--- src/rtl/switch_mcu_inst_encoder_if.sv ---
// -----------------------------------------------------------------------------
// switch_mcu_inst_encoder_if
//
// Request and issue bus between an instruction requester (debug injector or
// self-test sequencer) and switch_mcu_inst_encoder.
//
//   Request side (driven by master):
//     in_valid        request valid
//     in_format       0=R 1=I 2=S 3=B 4=U 5=J, 6/7 illegal
//     in_opcode       inst[6:0]
//     in_funct3       inst[14:12]
//     in_funct7       inst[31:25] (R only)
//     in_rd           inst[11:7]
//     in_rs1          inst[19:15]
//     in_rs2          inst[24:20]
//     in_imm          byte offset / immediate, two's complement
//   Response side (driven by slave):
//     out_ready       encoder accepts a request this cycle
//     out_inst        encoded word, stable for the whole slot
//     out_cycle_cnt   slot cycle counter, consumer latches on 0, 4'hF when idle
//     out_inst_valid  high during an issue slot
//     out_err         one-cycle pulse after a rejected request
// -----------------------------------------------------------------------------
interface switch_mcu_inst_encoder_if;
    logic        in_valid;
    logic        out_ready;
    logic [2:0]  in_format;
    logic [6:0]  in_opcode;
    logic [2:0]  in_funct3;
    logic [6:0]  in_funct7;
    logic [4:0]  in_rd;
    logic [4:0]  in_rs1;
    logic [4:0]  in_rs2;
    logic [31:0] in_imm;
    logic [31:0] out_inst;
    logic [3:0]  out_cycle_cnt;
    logic        out_inst_valid;
    logic        out_err;

    // Requester side
    modport master (
        output in_valid, in_format, in_opcode, in_funct3, in_funct7,
               in_rd, in_rs1, in_rs2, in_imm,
        input  out_ready, out_inst, out_cycle_cnt, out_inst_valid, out_err
    );

    // Encoder side
    modport slave (
        input  in_valid, in_format, in_opcode, in_funct3, in_funct7,
               in_rd, in_rs1, in_rs2, in_imm,
        output out_ready, out_inst, out_cycle_cnt, out_inst_valid, out_err
    );
endinterface

--- src/rtl/switch_mcu_inst_encoder.sv ---
// -----------------------------------------------------------------------------
// switch_mcu_inst_encoder
//
// Packs decoded instruction fields into an RV32I instruction word and issues
// it to the switch MCU decoder for one slot of CYCLES_PER_INST cycles. The
// decoder latches out_inst when out_cycle_cnt is 0; outside a slot the counter
// parks at 4'hF so the decoder never re-latches a stale word.
//
// Requests whose immediate does not fit the selected format (range or
// alignment) or whose format code is 6/7 are rejected: out_err pulses for one
// cycle and the issued word and counter are left untouched.
//
// Parameters:
//   CYCLES_PER_INST  cycles per issue slot, legal range 2..15
// Ports:
//   in_clk   clock, rising edge
//   in_rst   synchronous reset, active low
//   bus      switch_mcu_inst_encoder_if.slave (request + issue signals)
// -----------------------------------------------------------------------------
module switch_mcu_inst_encoder #(
    parameter int CYCLES_PER_INST = 4
) (
    input  logic                        in_clk,
    input  logic                        in_rst,
    switch_mcu_inst_encoder_if.slave    bus
);

    localparam logic [3:0]  LAST_CNT = 4'(CYCLES_PER_INST - 1);
    localparam logic [3:0]  IDLE_CNT = 4'hF;
    localparam logic [31:0] NOP_INST = 32'h0000_0013;

    localparam logic [2:0] FMT_R = 3'd0;
    localparam logic [2:0] FMT_I = 3'd1;
    localparam logic [2:0] FMT_S = 3'd2;
    localparam logic [2:0] FMT_B = 3'd3;
    localparam logic [2:0] FMT_U = 3'd4;
    localparam logic [2:0] FMT_J = 3'd5;

    typedef enum logic {
        ST_IDLE  = 1'b0,
        ST_ISSUE = 1'b1
    } state_t;

    state_t      state_reg, state_next;
    logic [31:0] inst_reg,  inst_next;
    logic [3:0]  cnt_reg,   cnt_next;
    logic        err_reg,   err_next;

    logic [31:0] enc_word;
    logic        imm_ok;
    logic        ready;
    logic        xfer;
    logic        last_cnt;

    // -------------------------------------------------------------------------
    // Immediate range checks. sign_agree[b] is set when bit b equals the sign
    // bit, so "imm[31:k] all equal" reduces to an AND over sign_agree[31:k].
    // -------------------------------------------------------------------------
    logic [31:0] sign_agree;

    for (genvar gi = 0; gi < 32; gi++) begin : g_sign_agree
        assign sign_agree[gi] = ~(bus.in_imm[gi] ^ bus.in_imm[31]);
    end

    logic fits_s12;   // I/S: signed 12-bit
    logic fits_s13;   // B:   signed 13-bit byte offset
    logic fits_s21;   // J:   signed 21-bit byte offset
    logic imm_even;   // B/J: halfword aligned
    logic low12_zero; // U:   lower 12 bits are implied zero

    assign fits_s12   = &sign_agree[31:11];
    assign fits_s13   = &sign_agree[31:12];
    assign fits_s21   = &sign_agree[31:20];
    assign imm_even   = ~bus.in_imm[0];
    assign low12_zero = ~|bus.in_imm[11:0];

    // -------------------------------------------------------------------------
    // Format packing, including the B/J immediate bit scrambling.
    // -------------------------------------------------------------------------
    always_comb begin
        enc_word = NOP_INST;
        imm_ok   = 1'b0;
        unique case (bus.in_format)
            FMT_R: begin
                enc_word = {bus.in_funct7, bus.in_rs2, bus.in_rs1,
                            bus.in_funct3, bus.in_rd, bus.in_opcode};
                imm_ok   = 1'b1;
            end
            FMT_I: begin
                enc_word = {bus.in_imm[11:0], bus.in_rs1, bus.in_funct3,
                            bus.in_rd, bus.in_opcode};
                imm_ok   = fits_s12;
            end
            FMT_S: begin
                enc_word = {bus.in_imm[11:5], bus.in_rs2, bus.in_rs1,
                            bus.in_funct3, bus.in_imm[4:0], bus.in_opcode};
                imm_ok   = fits_s12;
            end
            FMT_B: begin
                enc_word = {bus.in_imm[12], bus.in_imm[10:5], bus.in_rs2,
                            bus.in_rs1, bus.in_funct3, bus.in_imm[4:1],
                            bus.in_imm[11], bus.in_opcode};
                imm_ok   = imm_even & fits_s13;
            end
            FMT_U: begin
                enc_word = {bus.in_imm[31:12], bus.in_rd, bus.in_opcode};
                imm_ok   = low12_zero;
            end
            FMT_J: begin
                enc_word = {bus.in_imm[20], bus.in_imm[10:1], bus.in_imm[11],
                            bus.in_imm[19:12], bus.in_rd, bus.in_opcode};
                imm_ok   = imm_even & fits_s21;
            end
            default: begin
                // Format codes 6 and 7 have no encoding.
                enc_word = NOP_INST;
                imm_ok   = 1'b0;
            end
        endcase
    end

    // -------------------------------------------------------------------------
    // Handshake. The encoder can take the next request on the final cycle of a
    // slot so that back-to-back requests issue with no idle gap.
    // -------------------------------------------------------------------------
    assign last_cnt = (cnt_reg == LAST_CNT);
    assign ready    = (state_reg == ST_IDLE) | last_cnt;
    assign xfer     = bus.in_valid & ready;

    // -------------------------------------------------------------------------
    // Slot FSM: next-state and register updates.
    // -------------------------------------------------------------------------
    always_comb begin
        state_next = state_reg;
        inst_next  = inst_reg;
        cnt_next   = cnt_reg;
        err_next   = 1'b0;

        unique case (state_reg)
            ST_IDLE: begin
                if (xfer) begin
                    if (imm_ok) begin
                        state_next = ST_ISSUE;
                        inst_next  = enc_word;
                        cnt_next   = 4'd0;
                    end else begin
                        err_next   = 1'b1;
                    end
                end
            end
            ST_ISSUE: begin
                if (!last_cnt) begin
                    cnt_next = cnt_reg + 4'd1;
                end else if (xfer && imm_ok) begin
                    // Back-to-back: the new slot starts straight away.
                    state_next = ST_ISSUE;
                    inst_next  = enc_word;
                    cnt_next   = 4'd0;
                end else begin
                    // Slot ends; a rejected request here still drops to idle.
                    state_next = ST_IDLE;
                    cnt_next   = IDLE_CNT;
                    err_next   = xfer;
                end
            end
            default: begin
                state_next = ST_IDLE;
                cnt_next   = IDLE_CNT;
            end
        endcase
    end

    always_ff @(posedge in_clk) begin
        if (!in_rst) begin
            state_reg <= ST_IDLE;
            inst_reg  <= NOP_INST;
            cnt_reg   <= IDLE_CNT;
            err_reg   <= 1'b0;
        end else begin
            state_reg <= state_next;
            inst_reg  <= inst_next;
            cnt_reg   <= cnt_next;
            err_reg   <= err_next;
        end
    end

    // -------------------------------------------------------------------------
    // Outputs
    // -------------------------------------------------------------------------
    assign bus.out_ready      = ready;
    assign bus.out_inst       = inst_reg;
    assign bus.out_cycle_cnt  = cnt_reg;
    assign bus.out_inst_valid = (state_reg == ST_ISSUE);
    assign bus.out_err        = err_reg;

endmodule

--- src/flat_wrapper.sv ---
// flat-port wrapper written by rule: the top's interface ports become plain ports
module switch_mcu_inst_encoder_flat 
#(
    parameter int CYCLES_PER_INST = 4
)
  (in_clk, in_rst, bus_in_valid, bus_in_format, bus_in_opcode, bus_in_funct3, bus_in_funct7, bus_in_rd, bus_in_rs1, bus_in_rs2, bus_in_imm, bus_out_ready, bus_out_inst, bus_out_cycle_cnt, bus_out_inst_valid, bus_out_err);
  switch_mcu_inst_encoder_if bus_i ();
  input  logic in_clk;
  input  logic in_rst;
  input wire logic [$bits(bus_i.in_valid)-1:0] bus_in_valid;
  input wire logic [$bits(bus_i.in_format)-1:0] bus_in_format;
  input wire logic [$bits(bus_i.in_opcode)-1:0] bus_in_opcode;
  input wire logic [$bits(bus_i.in_funct3)-1:0] bus_in_funct3;
  input wire logic [$bits(bus_i.in_funct7)-1:0] bus_in_funct7;
  input wire logic [$bits(bus_i.in_rd)-1:0] bus_in_rd;
  input wire logic [$bits(bus_i.in_rs1)-1:0] bus_in_rs1;
  input wire logic [$bits(bus_i.in_rs2)-1:0] bus_in_rs2;
  input wire logic [$bits(bus_i.in_imm)-1:0] bus_in_imm;
  output wire logic [$bits(bus_i.out_ready)-1:0] bus_out_ready;
  output wire logic [$bits(bus_i.out_inst)-1:0] bus_out_inst;
  output wire logic [$bits(bus_i.out_cycle_cnt)-1:0] bus_out_cycle_cnt;
  output wire logic [$bits(bus_i.out_inst_valid)-1:0] bus_out_inst_valid;
  output wire logic [$bits(bus_i.out_err)-1:0] bus_out_err;
  assign bus_i.in_valid = bus_in_valid;
  assign bus_i.in_format = bus_in_format;
  assign bus_i.in_opcode = bus_in_opcode;
  assign bus_i.in_funct3 = bus_in_funct3;
  assign bus_i.in_funct7 = bus_in_funct7;
  assign bus_i.in_rd = bus_in_rd;
  assign bus_i.in_rs1 = bus_in_rs1;
  assign bus_i.in_rs2 = bus_in_rs2;
  assign bus_i.in_imm = bus_in_imm;
  assign bus_out_ready = bus_i.out_ready;
  assign bus_out_inst = bus_i.out_inst;
  assign bus_out_cycle_cnt = bus_i.out_cycle_cnt;
  assign bus_out_inst_valid = bus_i.out_inst_valid;
  assign bus_out_err = bus_i.out_err;
  switch_mcu_inst_encoder #(.CYCLES_PER_INST(CYCLES_PER_INST)) u_core (.in_clk(in_clk), .in_rst(in_rst), .bus(bus_i));
endmodule
--- config.mk ---
export PLATFORM = sky130hd
export DESIGN_NAME = switch_mcu_inst_encoder_flat
export DESIGN_NICKNAME = d
export VERILOG_FILES = /design/src/rtl/switch_mcu_inst_encoder_if.sv /design/src/rtl/switch_mcu_inst_encoder.sv /design/src/flat_wrapper.sv
export SDC_FILE = /design/constraint.sdc
export NUM_CORES = 1
export LEC_CHECK = 0
export BUFFER_PORTS_ARGS = -buffer_cell sky130_fd_sc_hd__buf_2
export CAP_MARGIN = 10
export CORE_UTILIZATION = 45
export CTS_CLUSTER_SIZE = 8
export DETAILED_ROUTE_END_ITERATION = 8
export GPL_ROUTABILITY_DRIVEN = 0
export PLACE_DENSITY = 0.88
export SLEW_MARGIN = 10
export SYNTH_ARGS = -nofsm -noshare
export SYNTH_HDL_FRONTEND = slang
export SYNTH_SLANG_ARGS = --single-unit
--- constraint.sdc ---
create_clock -name in_clk -period 2.65 [get_ports in_clk]
set_input_delay 0.1325 -clock in_clk [delete_from_list [all_inputs] [get_ports in_clk]]
set_output_delay 0.1325 -clock in_clk [all_outputs]
set_load 0.01 [all_outputs]
Word level (Yosys, flattened, before mapping). Cells that the tools add are included.

Add/subtract/negate cells: 1. Equality and inequality tests: 10. Muxes and demuxes: 22. Bitwise gates (word level): 46. Reductions and logical operators: 10.

Operators with widths (count): $pmux 32 s6 (1); $mux 32 (4); $pmux 32 s2 (1); $not 1->1 (22); $reduce_and 20->1 (1); $xor 1x1->1 (20); $reduce_and 19->1 (1); $mux 4 (4); $reduce_or 12->1 (1); $reduce_and 11->1 (1); $mux 1 (8); $pmux 4 s2 (1); $eq 3x2->1 const B (2); $eq 3x3->1 const B (2); $pmux 1 s5 (1); $add 4x1->4 const B (1); $eq 4x2->1 const B (1); $ne 2x1->1 const B (2); $ne 2x2->1 const B (2); $pmux 1 s2 (2); $reduce_and 4->1 (1); $and 1x1->1 (3); $eq 3x1->1 const B (1); $logic_not 3->1 (1); 5 further kinds (5).

Bits in registers: 38. Input bits: 70. Output and inout port bits: 39. Word-level logic and storage cells: 93.

Depth between registers and ports, before layout. Gate-level depths: netlist of the first run.

Depth after elaboration: 9. Mapped depth: 9. Depth with buffers taken out: 7.

Least setup slack after synthesis of the first run. No wires, ideal clock.

Kind: reg-to-reg. From: register u_core.cnt_reg[0] (netlist: u_core.bus.out_cycle_cnt[0]). To: register u_core.inst_reg[25] (netlist: u_core.bus.out_inst[25]). Library setup time: 0.132 ns. Arrival time: 2.008 ns. Required time: 2.518 ns. Path slack: 0.510 ns. Cell stages (with the launch flop): 9. Path buffers: 1. Cells stage by stage: dfxtp_1 > ha_1 > or3b_2 > nand2_1 > nand2_1 > a21o_2 > buf_2 > nor3_1 > nor3_1.

Longest elaborated chain between the ends: 6.

RTL lines: from (decl) (RTL line switch_mcu_inst_encoder.sv:46) `logic [3:0] cnt_reg, cnt_next;`; from (signal assigned) (RTL line switch_mcu_inst_encoder.sv:182) `cnt_reg <= cnt_next;`; $eq 4x2->1 (*) (RTL line switch_mcu_inst_encoder.sv:126) `assign last_cnt = (cnt_reg == LAST_CNT);`; $or 1x1->1 (*) (RTL line switch_mcu_inst_encoder.sv:127) `assign ready = (state_reg == ST_IDLE) | last_cnt;`; named net bus_out_ready (RTL line flat_wrapper.sv:19) `output wire logic [$bits(bus_i.out_ready)-1:0] bus_out_ready;`; $and 1x1->1 (*) (RTL line switch_mcu_inst_encoder.sv:128) `assign xfer = bus.in_valid & ready;`; $logic_and 1x1->1 (RTL line switch_mcu_inst_encoder.sv:154) `end else if (xfer && imm_ok) begin`; $ne 2x2->1 (no line); $reduce_and 4->1 (no line) (*); to (signal assigned) (RTL line switch_mcu_inst_encoder.sv:181) `inst_reg <= inst_next;`; to (decl) (RTL line switch_mcu_inst_encoder.sv:45) `logic [31:0] inst_reg, inst_next;`.

The timed path passes the listed nets; every way through them passes the cells marked *. A chain may end at the register's enable or synchronous reset.

Worst setup path in the final report of the first run.
From: register u_core.cnt_reg[0] (netlist: u_core.bus.out_cycle_cnt[0]). To: register u_core.inst_reg[9] (netlist: u_core.bus.out_inst[9]).

Longest elaborated chain between the ends: 6.

RTL lines (RTL line): $eq 4x2->1 (*) (switch_mcu_inst_encoder.sv:126); $or 1x1->1 (switch_mcu_inst_encoder.sv:127); $and 1x1->1 (switch_mcu_inst_encoder.sv:128); $logic_and 1x1->1 (switch_mcu_inst_encoder.sv:154); $ne 2x2->1 (no line); $reduce_and 4->1 (no line) (*).

Mark *: on every way between the ends. The rest lies on a longest branch, timed or not.

==> summary by stage, run 1 <==
GRT
The initial antenna violation count is 0. Entering global routing, the biggest net connects 33 pins. The number of global-route vias before repair is between 2,000 and 2,500. The first global-routing pass estimated just over 10,000 µm of wire. The aggregate global-route resource usage is 0.245. The total overflow left after global routing is 0.

Place
The worst slack at placement is 0.395 ns. Port buffering added ~110 buffers. In this run, placement finished with an instance count of around 440. Summed over all nets, the half-perimeter wirelength after detailed placement is 4950 µm.

Route
The routed via count divided by cell count is about 5.7. The final wirelength is 6410 µm. The count of nets left with antenna violations once routing finished came out at 0. The post-route DRC violation count is 0. Dividing the detail-routed wire length by the instance count gives 14.3 µm. The total iterations of the first detailed-routing run is 4. The via count is ~2,600.

After the first detailed-routing iteration, the DRC count stood at 146.

Finish
The final instance count without filler cells is between 400 and 500. The number of antenna diodes in the final layout is 0. Compared with the post-synthesis result, the final layout area differs by 27.6%. Of the cells placed in the final design, the portion with a size suffix greater than 1 is 0.337. The post-layout net count is 453. For this run, the share of the core covered by cells in the final layout is 0.606.

Critical path
The peak per-stage delay on the critical path is about 0.50 ns. At the worst endpoint, the required time is between 2 and 3 ns. The register-to-register setup slack is 0.36 ns. The number of buffers and inverters on the critical path is 1. The biggest fanout along the worst timing path is 32. By instance count, the cell type seen most on the critical path is sky130_fd_sc_hd__nand2_1. The cell class contributing the biggest share of worst-path delay is simple AND/OR/NAND/NOR gates. The critical path's slowest cell is sky130_fd_sc_hd__or3b_2. Traced cell by cell, the critical path runs through ha_1, or3b_2, nand2_1, nand2_1, a21oi_2, buf_4, a21oi_1, a211oi_1.

Data on the critical path arrives at its endpoint at approximately 2.5 ns. The worst-case reg-to-reg path depth is 8. The category of the critical setup timing path is reg2reg.

The nature of the critical path startpoint is a flop. The worst setup path is captured at a flop. The worst register-to-register path ends at u_core.bus.out_inst[9]. The launch instance of the worst register-to-register path is u_core.bus.out_cycle_cnt[0].

Run
The max-cap check violation count is 0.

CTS
CTS placed an instance of sky130_fd_sc_hd__clkbuf_8 at the clock tree root. The maximum root-to-sink buffer count is 2. Clock latency on the worst-skew pair, taken at its later pin, is slightly below 0.3 ns. The depth of the CTS H-tree is 2. The TritonCTS clock tree is yes. The clock-pin slew on the worst setup and hold paths is approximately 0.07 ns. The count of hold buffers inserted by post-cts repair is 0.

The number of gates given a new drive strength after cts is 0. The total setup buffers inserted after CTS is 0. The clock sink total is 38.

The number of clock buffers inserted by TritonCTS is 5.

Power
Power spread over the standard cell area amounts to 424 mW/mm². The power dissipated by switching net loads is between 300 and 400 µW. Across the VDD grid, the largest voltage drop is roughly 0.00019 V. The clock network fraction of design power is 0.336. In this run the static leakage power is between 0.001 and 0.0015 µW. Of the total power, the share spent switching nets is 0.279. The internal power of the cells is about 890 µW. The part of the power in registers is 0.474.

The proportion of power drawn by combinational gates is 0.190.

Yosys
For this run, the number of Yosys warnings is 0. Summing every instance area after synthesis gives 0.00227 mm². The share of the Yosys chip area taken by registers is 0.335. For this run, asynchronously set or reset flops after synthesis account for 0. The primary flip-flop cell chosen by synthesis mapping is sky130_fd_sc_hd__dfxtp_1.

The number of enable-type register cells in the synthesized netlist is 0. A synthesized cell averages between 7 and 8 µm². Synthesis produced around 290 cells. The post-synthesis net count is approximately 360. The synthesis-stage register bit count is 38. The synthesized netlist contains 49 unique library cells.

Timing
The minimum clock period is between 2 and 2.5 ns. The final-report hold violation count came to 0. The final clock skew is 0.00964 ns. The hold slack is roughly 0.076 ns. The transition time at the pin with the least slew margin is 0.975 ns.

The count of final setup violators is 0. The final-report max-slew violation count was 0. Headroom to the max-slew limit came out at 0.349. In the post-route analysis, the smallest setup slack over all paths is about 0.36 ns.

In the final timing run, aggregate negative setup slack is 0 ns. The top achievable clock speed is 436 MHz. Setup repair after global routing left no endpoint under its margin.

In the finished design, the share of the clock period the worst path needs comes to 0.866.

Floorplan
In this run the core area contains 25 standard-cell rows. The die covers roughly 0.0053 mm². 109 I/O pins were placed. The core area is 0.00479 mm². The die height is 73.1 µm. From left edge to right edge, the die measures approximately 73 µm.

The initial core utilization is 0.475.

Min path
The worst hold path cell count is 3. The type of the worst min-delay path is in2reg. The path with the worst hold slack has its endpoint at u_core.bus.out_inst[4]. The worst hold path begins at bus_in_opcode[4].

Status
The run finished with clean final reports.
-- power groups by stage --
| stage | logic, µW | clock network (µW) | registers, µW |
|---|---|---|---|
| floorplan | 131 | 0 | 599 |
| global placement | 225 | 0 | 596 |
| detailed placement | 230 | 0 | 596 |
| CTS | 231 | 418 | 583 |
| global route | 256 | 441 | 584 |
| finish | 233 | 414 | 583 |
-- how the worst max path moves through the flow --
stage                                           start                 endpoint  slack [ns]  depth (start not counted)
after floorplan           u_core.bus.out_cycle_cnt[0]  u_core.bus.out_inst[25]        0.51                          8
after global placement                 bus_in_imm[31]  u_core.bus.out_inst[15]        0.51                          7
after detailed placement  u_core.bus.out_cycle_cnt[0]  u_core.bus.out_inst[15]        0.40                          8
after CTS                 u_core.bus.out_cycle_cnt[0]  u_core.bus.out_inst[15]        0.38                          8
after global routing      u_core.bus.out_cycle_cnt[0]   u_core.bus.out_inst[9]        0.17                          8
final                     u_core.bus.out_cycle_cnt[0]   u_core.bus.out_inst[9]        0.36                          8
-- flip-flops by register name, indices dropped and copies added, names as in the netlist --
register / cells
u_core.bus.out_inst_valid: 1
u_core.bus.out_cycle_cnt: 4
u_core.bus.out_err: 1
u_core.bus.out_inst: 32
-- placed cells by master (no fill, tap or decap), drive strengths merged, types with 2 or more instances in the layout --
cell type	instances
xnor2	3
nand2	13
a22oi	9
a21oi	50
nor2b	15
a211oi	18
mux2i	9
nand3	14
nor4	6
o221ai	2
buf	112
nand4	3
nor3	16
nor2	13
dfxtp	38
o21ai	18
clkbuf	6
or3	2
and3	3
a221oi	5
nand2b	3
inv	4
-- synth_stat cells, types with 4 or more instances --
cell / n / area, µm²
sky130_fd_sc_hd__nor3_1: 16 / 80.1
sky130_fd_sc_hd__a221oi_1: 4 / 35.0
sky130_fd_sc_hd__buf_2: 6 / 30.0
sky130_fd_sc_hd__nand2_1: 13 / 48.8
sky130_fd_sc_hd__a21oi_1: 49 / 245
sky130_fd_sc_hd__dfxtp_1: 38 / 761
sky130_fd_sc_hd__nor4_1: 6 / 37.5
sky130_fd_sc_hd__nor2b_1: 15 / 93.8
sky130_fd_sc_hd__a211oi_1: 18 / 135
sky130_fd_sc_hd__a22oi_1: 9 / 67.6
sky130_fd_sc_hd__mux2i_1: 9 / 90.1
sky130_fd_sc_hd__nor2_1: 12 / 45.0
sky130_fd_sc_hd__inv_1: 4 / 15.0
sky130_fd_sc_hd__nand3_1: 14 / 70.1
sky130_fd_sc_hd__clkbuf_1: 13 / 48.8
sky130_fd_sc_hd__o21ai_0: 18 / 90.1
-- cell families (layout without fill, tap and decap cells) --
family                     count (synthesis)  after routing  synth area share
AOI/OAI and AO/OA                        112            112             0.309
xor gates and xnor gates                   3              3            0.0116
and+or+nand+nor                           95             95             0.228
muxes                                     10             10            0.0446
DFF                                       38             38             0.335
adders and majority gates                  1              1           0.00551
buffers and inverters                     29            124            0.0661
-- routing by layer --
metal / GRT usage / routed length [µm] / vias to the layer above
met3: 0.0262 / 386 / 5
li1: - / - / 1274
met1: 0.329 / 2860 / 1177
met5: 0 / 0 / -
met4: 0.102 / 87 / 0
met2: 0.399 / 3080 / 109
-- stage by stage --
stage,cell area (µm²),total power [µW]
3_3_place_gp,2800,821
2_1_floorplan,2270,730
6_report,2900,1230
4_1_cts,2900,1230
3_5_place_dp,2800,827
5_1_grt,2900,1280
-- worst min-delay path, delay by kind of cell --
family / cells / cell delay, ns
and+or+nand+nor: 2 / 0.12
buffers and inverters: 1 / 0.08
-- layout make-up --
class                   instances  area, µm²
clock buffers                   6       82.6
clock inverters                 2       12.5
fillers                       442       1890
inverters                       4       15.0
multi-input cells             221       1360
flip-flops and latches         38        761
well taps                      67       83.8
repair buffers                112        583
No activity file was read; power rests on OpenSTA's default activity.
==> run 2, diff against run 1 <==
--- a/config.mk
+++ b/config.mk
@@ -5,6 +5,7 @@
 export SDC_FILE = /design/constraint.sdc
 export NUM_CORES = 1
 export LEC_CHECK = 0
+export ABC_AREA = 1
 export BUFFER_PORTS_ARGS = -buffer_cell sky130_fd_sc_hd__buf_2
 export CAP_MARGIN = 10
 export CORE_UTILIZATION = 45
==> run 2 against run 1 <==
Via count is 9.0% higher. Total power rose by 13%. Fmax rose by 14%. Non-clock buffer count is 2 lower. Largest cell class unchanged. Largest power group unchanged. Highest routed layer unchanged.
==> summary by stage, run 2 <==
Route
The post-route DRC violation count came to 0 (unchanged). The remaining number of nets flagged by the antenna check after routing was 0 (unchanged). The routed via count divided by cell count is 5.33 (-6.6%).

The per-cell routed wire length came to 13.0 µm (-8.4%). The via count is 2,796 (+9.0%). The final wirelength was 6850 µm (+6.8%). The violation count after the first detailed-routing iteration came to 219 (+50%). The total iterations of the first detailed-routing run is 5 (+1).

Yosys
The post-synthesis async set-or-reset flop share was 0 (unchanged). The synthesized instance count was 360 (+25%). The number of enable-type register cells in the synthesized netlist came to 0 (unchanged).

The unique cell type count in the Yosys netlist was 30 (-39%). Among all flip-flop cells after synthesis, the most frequent one is sky130_fd_sc_hd__dfxtp_1. The post-synthesis sequential area ratio is 0.324 (-0.0105). Counting instances in the post-synthesis netlist gives the leading cell types as sky130_fd_sc_hd__nand2_1, sky130_fd_sc_hd__nor2_1, sky130_fd_sc_hd__nand3_1. The cell area after synthesis is 0.00235 mm² (+3.2%).

Summed over all instances, the cell type with the most area after synthesis is sky130_fd_sc_hd__dfxtp_1. The post-synthesis net count is 431 (+20%). After synthesis, the cell types taking the most area are sky130_fd_sc_hd__dfxtp_1, sky130_fd_sc_hd__nand2_1, sky130_fd_sc_hd__nand3_1, sky130_fd_sc_hd__nor2_1, sky130_fd_sc_hd__a21oi_1. The synthesis-stage register bit count came to 38 (unchanged). The number of warnings issued by yosys is 0 (unchanged). The mean area per synthesized cell is 6.52 µm² (-17%).

In the post-synthesis netlist, the cell with the most instances is sky130_fd_sc_hd__nand2_1. The share of the synthesized area in the top cell type is 0.324 (-0.0105).

Critical path
The endpoint identified for the worst register-to-register timing path is u_core.bus.out_inst[1]. STA classifies the critical path endpoint as a flop. The required arrival time at the worst endpoint is 2.79 ns (-0.05 ns). The category of the critical setup timing path is reg2reg. The biggest fanout along the worst timing path was 58 (+81%).

The critical path data arrival time came to 2.16 ns (-0.33 ns). The launch instance of the worst register-to-register path is u_core.bus.out_cycle_cnt[0]. STA classifies the critical path startpoint as a flop.

The register-to-register setup slack is 0.63 ns (+0.27 ns). The worst-case reg-to-reg path depth was 11 (+3).

Place
The worst slack at placement was 0.644 ns (+0.248 ns). The instance area after placement is 0.00287 mm² (+2.5%). The sum of net half-perimeters after detailed placement was 5190 µm (+4.8%). The count of buffers inserted at the top-level ports is 108 (unchanged).

CTS
The source-to-sink clock delay at the later pin of the worst-skew pair came to 0.29 ns (about the same). TritonCTS built the clock tree. The clock sink total was 38 (unchanged). The master cell of the clock root buffer is sky130_fd_sc_hd__clkbuf_8. The depth of the CTS H-tree is 2 (unchanged). The count of hold buffers inserted by post-cts repair is 0 (unchanged). The total setup buffers inserted after CTS was 0 (unchanged).

The clock-pin slew on the worst setup and hold paths is 0.07 ns (about the same). The number of gates given a new drive strength after cts came to 0 (unchanged). The number of clock buffers inserted by TritonCTS was 5 (unchanged). The maximum root-to-sink buffer count came to 2 (unchanged).

Finish
The final non-filler cell area came to 0.00299 mm² (+3.1%). The fraction of layout cells with a size suffix above 1 is 0.284 (-0.0530). The count of fill cells added during filler insertion came to 494 (+12%).

The number of flip-flops under the largest register name is 32 (unchanged). The post-route core utilization came to 0.612 (+0.00656). The area growth from synthesis to layout is 27.4%. The library cells used most frequently in the layout, excluding fill and tap cells, are sky130_fd_sc_hd__buf_2, sky130_fd_sc_hd__nand2_1, sky130_fd_sc_hd__nor2_1, sky130_fd_sc_hd__nand3_1. The post-layout net count came to 528 (+17%).

The antenna diode count was 0 (unchanged). The most common cell after layout, fill and taps aside is sky130_fd_sc_hd__buf_2.

Timing
The final clock skew came to 0.00858 ns (-0.00106 ns). The sum of negative setup slack was 0 ns (unchanged). The final-report hold violation count came to 0 (unchanged). The final clock period utilization by the worst path came to 0.762 (-0.103). The final worst setup slack is 0.630 ns (+0.273 ns). The headroom to the max-slew limit came to 0.467 (+0.118). The final-report max-slew violation count is 0 (unchanged). The top achievable clock speed was 495 MHz (+14%). The count of final setup violators is 0 (unchanged).

The transition time at the pin with the least slew margin is 0.796 ns (-0.179 ns). The minimum clock period came to 2.02 ns (-0.273 ns). Setup repair after global routing left no endpoint under its margin.

Status
The flow ran to the end, and the final reports show no timing, DRC or antenna violations.

Power
The power after layout is 1390 µW (+13%). The power per unit of standard cell area is 465 mW/mm² (+9.7%). The maximum ir drop on the vdd rail is 0.000353 V (+87%). The total leakage power is 0.00148 µW (+20%).

GRT
The final global-route overflow total is 0 (unchanged). The maximum number of pins on one net before global-route repair is 59 (+79%). The aggregate global-route resource usage was 0.250 (+0.00502). The first-pass GRT wire length is 10,600 µm (+5.0%). The initial antenna violation count is 0 (unchanged). The number of global-route vias before repair is 2,336 (+8.4%).

Min path
The worst hold path cell count is 3 (unchanged). In this run the most critical hold path is launched from bus_in_opcode[4]. The worst hold path terminates at u_core.bus.out_inst[4]. The type of the worst min-delay path is in2reg.

Floorplan
The die outline width is 74.2 µm (+1.6%). The full die area was 0.00551 mm² (+3.2%). The core area was 0.00488 mm² (+2.0%). The number of top-level design ports was 109 (unchanged). The initial core utilization is 0.481 (+0.00600). The row count was 25 (unchanged). The die height is 74.2 µm (+1.6%).

Run
The max-cap check violation count was 0 (unchanged).
-- run 2: per-layer routing --
layer | vias to the layer above | global-route usage | share of wire
li1 | 1401 | - | -
met1 | 1252 | 0.339 | 0.43
met2 | 134 | 0.409 | 0.48
met3 | 9 | 0.0379 | 0.082
met4 | 0 | 0.0791 | 0.011
met5 | - | 0 | 0
-- run 2: worst max-delay path by stage --
| stage | end | from | slack (ns) |
|---|---|---|---|
| 2_1_floorplan | u_core.bus.out_inst[3] | u_core.bus.out_cycle_cnt[0] | 0.91 |
| 3_3_place_gp | u_core.bus.out_inst[0] | u_core.bus.out_cycle_cnt[0] | 0.76 |
| 3_5_place_dp | u_core.bus.out_inst[1] | u_core.bus.out_cycle_cnt[0] | 0.64 |
| 4_1_cts | u_core.bus.out_inst[1] | u_core.bus.out_cycle_cnt[0] | 0.63 |
| 5_1_grt | u_core.bus.out_inst[1] | u_core.bus.out_cycle_cnt[0] | 0.42 |
| 6_report | u_core.bus.out_inst[1] | u_core.bus.out_cycle_cnt[0] | 0.63 |
-- run 2: cells by family (layout without fill, tap and decap cells) --
| kind of cell | Yosys count | after routing | synth area share |
|---|---|---|---|
| and+or+nand+nor | 206 | 206 | 0.389 |
| adders and majority gates | 1 | 1 | 0.00533 |
| xor gates and xnor gates | 2 | 2 | 0.00747 |
| DFF | 38 | 38 | 0.324 |
| buffers and inverters | 48 | 146 | 0.104 |
| AOI/OAI and AO/OA | 65 | 65 | 0.170 |
-- run 2: critical path: stages, from the launching register on --
cell and delay (ns):
sky130_fd_sc_hd__dfxtp_1 0.41, sky130_fd_sc_hd__ha_1 0.19, sky130_fd_sc_hd__nand2_1 0.08, sky130_fd_sc_hd__nor2_2 0.21, sky130_fd_sc_hd__nor2_1 0.07, sky130_fd_sc_hd__inv_1 0.10
sky130_fd_sc_hd__nand2_1 0.09, sky130_fd_sc_hd__inv_2 0.08, sky130_fd_sc_hd__buf_12 0.24, sky130_fd_sc_hd__nand2_1 0.22, sky130_fd_sc_hd__nand2_1 0.12, sky130_fd_sc_hd__nand3_1 0.07
-- run 2: power breakdown --
| part | total (µW) | switching [µW] | internal, µW |
|---|---|---|---|
| clock network | 484 | 204 | 280 |
| registers | 607 | 14.1 | 593 |
| logic | 299 | 179 | 120 |
-- run 2: stage by stage --
| stage | hold WS, ns | std cells |
|---|---|---|
| after floorplan | 0.287 | 360 |
| final | 0.0935 | 525 |
| after CTS | 0.0891 | 525 |
| after detailed placement | 0.386 | 517 |
| after global routing | 0.0925 | 525 |
| after global placement | 0.378 | 517 |
-- run 2: cell type report --
| cell class | instances | area (µm²) | area share |
|---|---|---|---|
| Multi-Input combinational cell | 274 | 1340 | 0.449 |
| Tap cell | 67 | 83.8 | 0.0281 |
| Clock inverter | 3 | 45.0 | 0.0151 |
| Clock buffer | 5 | 68.8 | 0.0230 |
| Inverter | 28 | 108 | 0.0360 |
| Timing Repair Buffer | 110 | 581 | 0.194 |
| Sequential cell | 38 | 761 | 0.255 |
